File: config.mk
export PLATFORM = sky130hd
export DESIGN_NAME = e203_ifu_iq
export DESIGN_NICKNAME = d
export VERILOG_FILES = /design/src/rtl/e203_ifu_iq.sv
export SDC_FILE = /design/constraint.sdc
export NUM_CORES = 1
export LEC_CHECK = 0
export CAP_MARGIN = 5
export CORE_ASPECT_RATIO = 1.5
export CORE_MARGIN = 5
export CORE_UTILIZATION = 51
export DETAILED_ROUTE_END_ITERATION = 10
export PLACE_DENSITY = 0.85
export SYNTH_ARGS = -nofsm -noshare
export SYNTH_HDL_FRONTEND = slang
export SYNTH_SLANG_ARGS = --single-unit
File: constraint.sdc
create_clock -name clk -period 14.7 [get_ports clk]
set_input_delay 3.675 -clock clk [delete_from_list [all_inputs] [get_ports clk]]
set_output_delay 3.675 -clock clk [all_outputs]
set_load 0.1 [all_outputs]
File: src/rtl/e203_ifu_iq.sv
// e203_ifu_iq: instruction queue between the IFU IR-stage output and EXU
// decode/dispatch. Circular buffer of DEPTH entries holding the instruction
// and its sideband. Occupancy is tracked by an explicit counter. A flush
// drops every queued entry in one cycle.
//
// Handshake: a transfer happens on a side only in a cycle where valid and
// ready are both high at the rising edge. Valid never waits on ready.
// i_ready depends only on registered occupancy, so there is no combinational
// path from o_ready back to the IFU. A full queue refuses a push even in a
// cycle where it pops.
module e203_ifu_iq #(
  parameter int DEPTH   = 2,
  parameter int PC_W    = 32,
  parameter int IR_W    = 32,
  parameter int RFIDX_W = 5
) (
  input  logic                       clk,
  input  logic                       rst,
  input  logic                       i_valid,
  output logic                       i_ready,
  input  logic [IR_W-1:0]            i_ir,
  input  logic [PC_W-1:0]            i_pc,
  input  logic                       i_pc_vld,
  input  logic                       i_misalgn,
  input  logic                       i_buserr,
  input  logic                       i_prdt_taken,
  input  logic                       i_muldiv_b2b,
  input  logic [RFIDX_W-1:0]         i_rs1idx,
  input  logic [RFIDX_W-1:0]         i_rs2idx,
  output logic                       o_valid,
  input  logic                       o_ready,
  output logic [IR_W-1:0]            o_ir,
  output logic [PC_W-1:0]            o_pc,
  output logic                       o_pc_vld,
  output logic                       o_misalgn,
  output logic                       o_buserr,
  output logic                       o_prdt_taken,
  output logic                       o_muldiv_b2b,
  output logic [RFIDX_W-1:0]         o_rs1idx,
  output logic [RFIDX_W-1:0]         o_rs2idx,
  input  logic                       flush,
  output logic [$clog2(DEPTH+1)-1:0] count,
  output logic                       empty,
  output logic                       full
);

  localparam int PTR_W = $clog2(DEPTH);
  localparam int CNT_W = $clog2(DEPTH+1);
  localparam int E_W   = IR_W + PC_W + 5 + 2*RFIDX_W;

  // Payload storage; contents are qualified only by o_valid, so no reset.
  logic [E_W-1:0]   mem [DEPTH];
  logic [E_W-1:0]   wr_data;
  logic [E_W-1:0]   head;
  logic [PTR_W-1:0] rd_ptr;
  logic [PTR_W-1:0] wr_ptr;
  logic [CNT_W-1:0] cnt_q;
  logic             push;
  logic             pop;

  assign full    = (cnt_q == CNT_W'(DEPTH));
  assign empty   = (cnt_q == '0);
  assign count   = cnt_q;
  assign i_ready = ~full;
  assign o_valid = ~empty;
  assign push    = i_valid & i_ready;
  assign pop     = o_valid & o_ready;

  assign wr_data = {i_ir, i_pc, i_pc_vld, i_misalgn, i_buserr, i_prdt_taken,
                    i_muldiv_b2b, i_rs1idx, i_rs2idx};
  assign head    = mem[rd_ptr];
  assign {o_ir, o_pc, o_pc_vld, o_misalgn, o_buserr, o_prdt_taken,
          o_muldiv_b2b, o_rs1idx, o_rs2idx} = head;

  // Pointer and occupancy update; reset beats flush, flush beats push/pop.
  // A pop coinciding with flush is still a completed handshake, but since
  // everything is cleared it needs no separate handling here.
  always_ff @(posedge clk) begin
    if (rst || flush) begin
      rd_ptr <= '0;
      wr_ptr <= '0;
      cnt_q  <= '0;
    end else begin
      if (push) wr_ptr <= wr_ptr + PTR_W'(1);
      if (pop)  rd_ptr <= rd_ptr + PTR_W'(1);
      case ({push, pop})
        2'b10:   cnt_q <= cnt_q + CNT_W'(1);
        2'b01:   cnt_q <= cnt_q - CNT_W'(1);
        default: cnt_q <= cnt_q;
      endcase
    end
  end

  // Entry write at the tail; discarded pushes (flush/reset) never land.
  always_ff @(posedge clk) begin
    if (push && !flush && !rst) mem[wr_ptr] <= wr_data;
  end

endmodule

==> run_results.csv <==
group,metric,value,unit
clock_tree,clk_path_buf_depth,2,
die,die_y,142,um
min_path,hp-start,"rd_ptr$_SDFFE_PP0P_",
global_routing,grt_pass1_vias,3482,
sta,fin_worst_hold_slack,527,ps
place,gp_congestion,0.724,
critical_path,crit_slowest_cell,"clkdlybuf4s50_1",
logic_synthesis,netlist.area_leader.share,80.0,%
logic_synthesis,ys_seq_area_share,81.7,%
outcome,status,"complete, no violations",
logic_synthesis,netlist_area,5930,sq um
critical_path,path_cells,"mux2_2, clkdlybuf4s50_1",
clock_tree,cts_resized,0,
global_routing,grt_first_pass_wirelength,18200,um
logic_synthesis,synth_xor_area_share,0.443,%
logic_synthesis,synthesis.yosys.warnings,0,
critical_path,crit_path_max_incr_delay,1150,ps
sta,fin_skew,5.33,ps
logic_synthesis,yosys.cell_types.count,21,
route,drt_drc_violations_left,0,
logic_synthesis,muxShareOfSynthArea,15.0,%
die,die_w,98.1,um
sta,final_critical_path_setup_slack,8100,ps
die,placementRows,48,
pwr,switching_share,23.8,%
sta,fin_tns_setup,0,ps
critical_path,rr_startpoint,"count[0]$_SDFFE_PP0P_",
pwr,irDropWorstVdd,0.0827,mV
clock_tree,postCtsHoldBufs,0,
critical_path,timing.critical_path.fanout_max,79,
logic_synthesis,yosys.area_share.simple,0.928,%
logic_synthesis,synth_area_leaders,"edfxtp_1 (80%), mux2_2 (15%), dfxtp_1 (1.7%)",
pwr,pwr_density_cell,130,nW/um^2
global_routing,maximum_number_of_pins_on_one_net_before_global_route_repair,80,
sta,grt_setup_unrepaired,"false",
clock_tree,tritoncts_clock_tree,"yes",
critical_path,timing.critical_path.required,11020,ps
route,via_count,3105,
layout,stdcell_count,619,
critical_path,crit_type,"flip-flop to output pin",
clock_tree,clkTransAtPathRegs,60,ps
layout,synthToLayoutAreaGrowth,41.2,%
clock_tree,clock_network_latency_to_the_later_pin_of_the_worst_skew_pair,410,ps
clock_tree,number_of_buffers_created_by_cts,17,
run,maxCapViolations,0,
logic_synthesis,syn_avg_cell_area,21.6,sq um
pwr,p_switching,0.000259,W
layout,net_count_final,541,
pwr,pwr-share-clk,39.8,%
route,wirelength,11700,um
logic_synthesis,syn_nets,360,
global_routing,grt_antenna_before_repair,0,
pwr,total_leakage_power,2.77,nW
clock_tree,clockRootBuffer,"clkbuf_16",
clock_tree,cts-htree-levels,4,
critical_path,end_kind,"output pin",
logic_synthesis,synth-adder-area-share,0.211,%
sta,timing_max_transition_violations_final,0,
sta,fmax_achieved,0.151,GHz
die,core,11500,sq um
pwr,design_power_total,0.00109,W
logic_synthesis,synth_compound_gate_area_share,0.506,%
route,ant_nets,0,
route,vias_per_cell,5.02,
sta,finalCriticalPeriod,6600,ps
place,place.detailed.instances,587,
logic_synthesis,synth_top_family_by_area,"multiplexers",
place,pre_cts_ws,8460,ps
critical_path,arrival,2930,ps
die,die_footprint,13900,sq um
logic_synthesis,synth.ff_latch_count,163,
logic_synthesis,synth_top_cell_by_area,"edfxtp_1",
route,drt_iter0_markers,103,
logic_synthesis,synthesis.instances,275,
route,first_pass_iters,4,
die,floorplan.initialDensity,51.7,%
sta,slew-limit-headroom,31.7,%
pwr,cell_internal_pwr,0.000830,W
min_path,hold_path.class,"flip-flop to flip-flop",
sta,endpoints_failing_hold,0,
sta,period_share,44.9,%
pwr,power.share.combinational,12.1,%
layout,diodes,0,
place,hpwl,8140,um
clock_tree,cts_setup_buffers,0,
place,port_buffers,168,
layout,drive_gt1_share,24.7,%
sta,report.final.setup_viol,0,
global_routing,grtUsageTotal,17.4,%
route,wire_per_inst,18.9,um
die,ios,169,
global_routing,grt-ovfl-total,0,
sta,worst-slew-pin-transition,1020,ps
pwr,relative_contribution_of_sequential_cells_to_total_power,48.1,%
clock_tree,clock_sinks,163,
critical_path,timing.critical_path.from_type,"flip-flop",
[metal layers]
layer  vias up  share of wire (%)  GRT usage [%]
met5         -                  0              0
met3        27                6.1           6.08
met1      1518                 35           17.8
li1       1447                  -              -
met2       113                 55           30.5
met4         0                3.9           10.4
[layout by cell type, fill, tap and decap left out, types with 2 or more instances in the layout]
cell type,n
mux2_2,79
clkbuf_16,17
or2_2,2
clkinv_1,2
nor3_2,2
xnor2_1,2
edfxtp_1,158
bufinv_16,3
a21oi_1,2
clkinvlp_4,4
nor2_1,3
clkbuf_1,2
clkdlybuf4s50_1,168
inv_1,3
buf_4,4
dfxtp_1,4
inv_6,2
[logic make-up after synthesis]
| kind of cell | count (synthesis) |
|---|---|
| multiplexers | 79 |
| adder cells (fa/ha/maj) | 1 |
| flip-flops | 163 |
| XOR/XNOR | 3 |
| buffers and inverters | 13 |
| AND/OR/NAND/NOR | 11 |
| AO/OA/AOI/OAI | 5 |
[state kept, by name, indices dropped and copies added, names as in the netlist, named ones only]
name and count:
wr_ptr 1, mem 158, rd_ptr 1, count 2
[critical path, delay by kind of cell, from the launching register on]
kind     cells  cell delay, ps
buf+inv      1            1150
flops        1            1020
mux          1             310
[power by group through the flow]
stage | sequential [W] | clock (W) | combinational [W]
global placement | 0.000533 | 0 | 0.000130
floorplan | 0.000535 | 0 | 0.0000853
CTS | 0.000524 | 0.000444 | 0.000132
finish | 0.000524 | 0.000434 | 0.000132
detailed placement | 0.000534 | 0 | 0.000132
global route | 0.000525 | 0.000467 | 0.000136
[Yosys cell counts]
library cell,instances
edfxtp_1,158
mux2_2,79
buf_2,7
dfxtp_1,5
inv_1,3
nor2_1,3
a21oi_1,2
buf_6,2
nor3_1,2
or2_2,2
xnor2_1,2
a21o_1,1
clkbuf_1,1
ha_1,1
nand2_1,1
nand2b_1,1
nand3_1,1
o21a_1,1
o21ai_0,1
or3_1,1
xor2_1,1
[per-stage QoR]
stage,utilization (%),area (sq um)
final,73.0,8370
after floorplan,-,5930
after global routing,73.0,8370
after global placement,67.8,7780
after detailed placement,67.8,7780
after CTS,73.0,8370
[final timing paths]
| check | end | slack (ps) | cells after the start |
|---|---|---|---|
| setup / recovery | o_pc[5] | 8100 | 2 |
| hold / removal | flip-flop | 530 | 2 |
| setup reg to reg | mem[0][59]$_DFFE_PP_ | 12690 | 4 |
| hold reg to reg | flip-flop | 530 | 2 |
[area by class of cell]
class	instances	area (sq um)
Clock inverter	13	159
Inverter	3	11.3
Sequential cell	163	4850
Tap cell	150	188
Clock buffer	19	433
Timing Repair Buffer	172	1710
Fill cell	716	3100
Multi-Input combinational cell	99	1020
No activity file was read; power rests on OpenSTA's default activity.
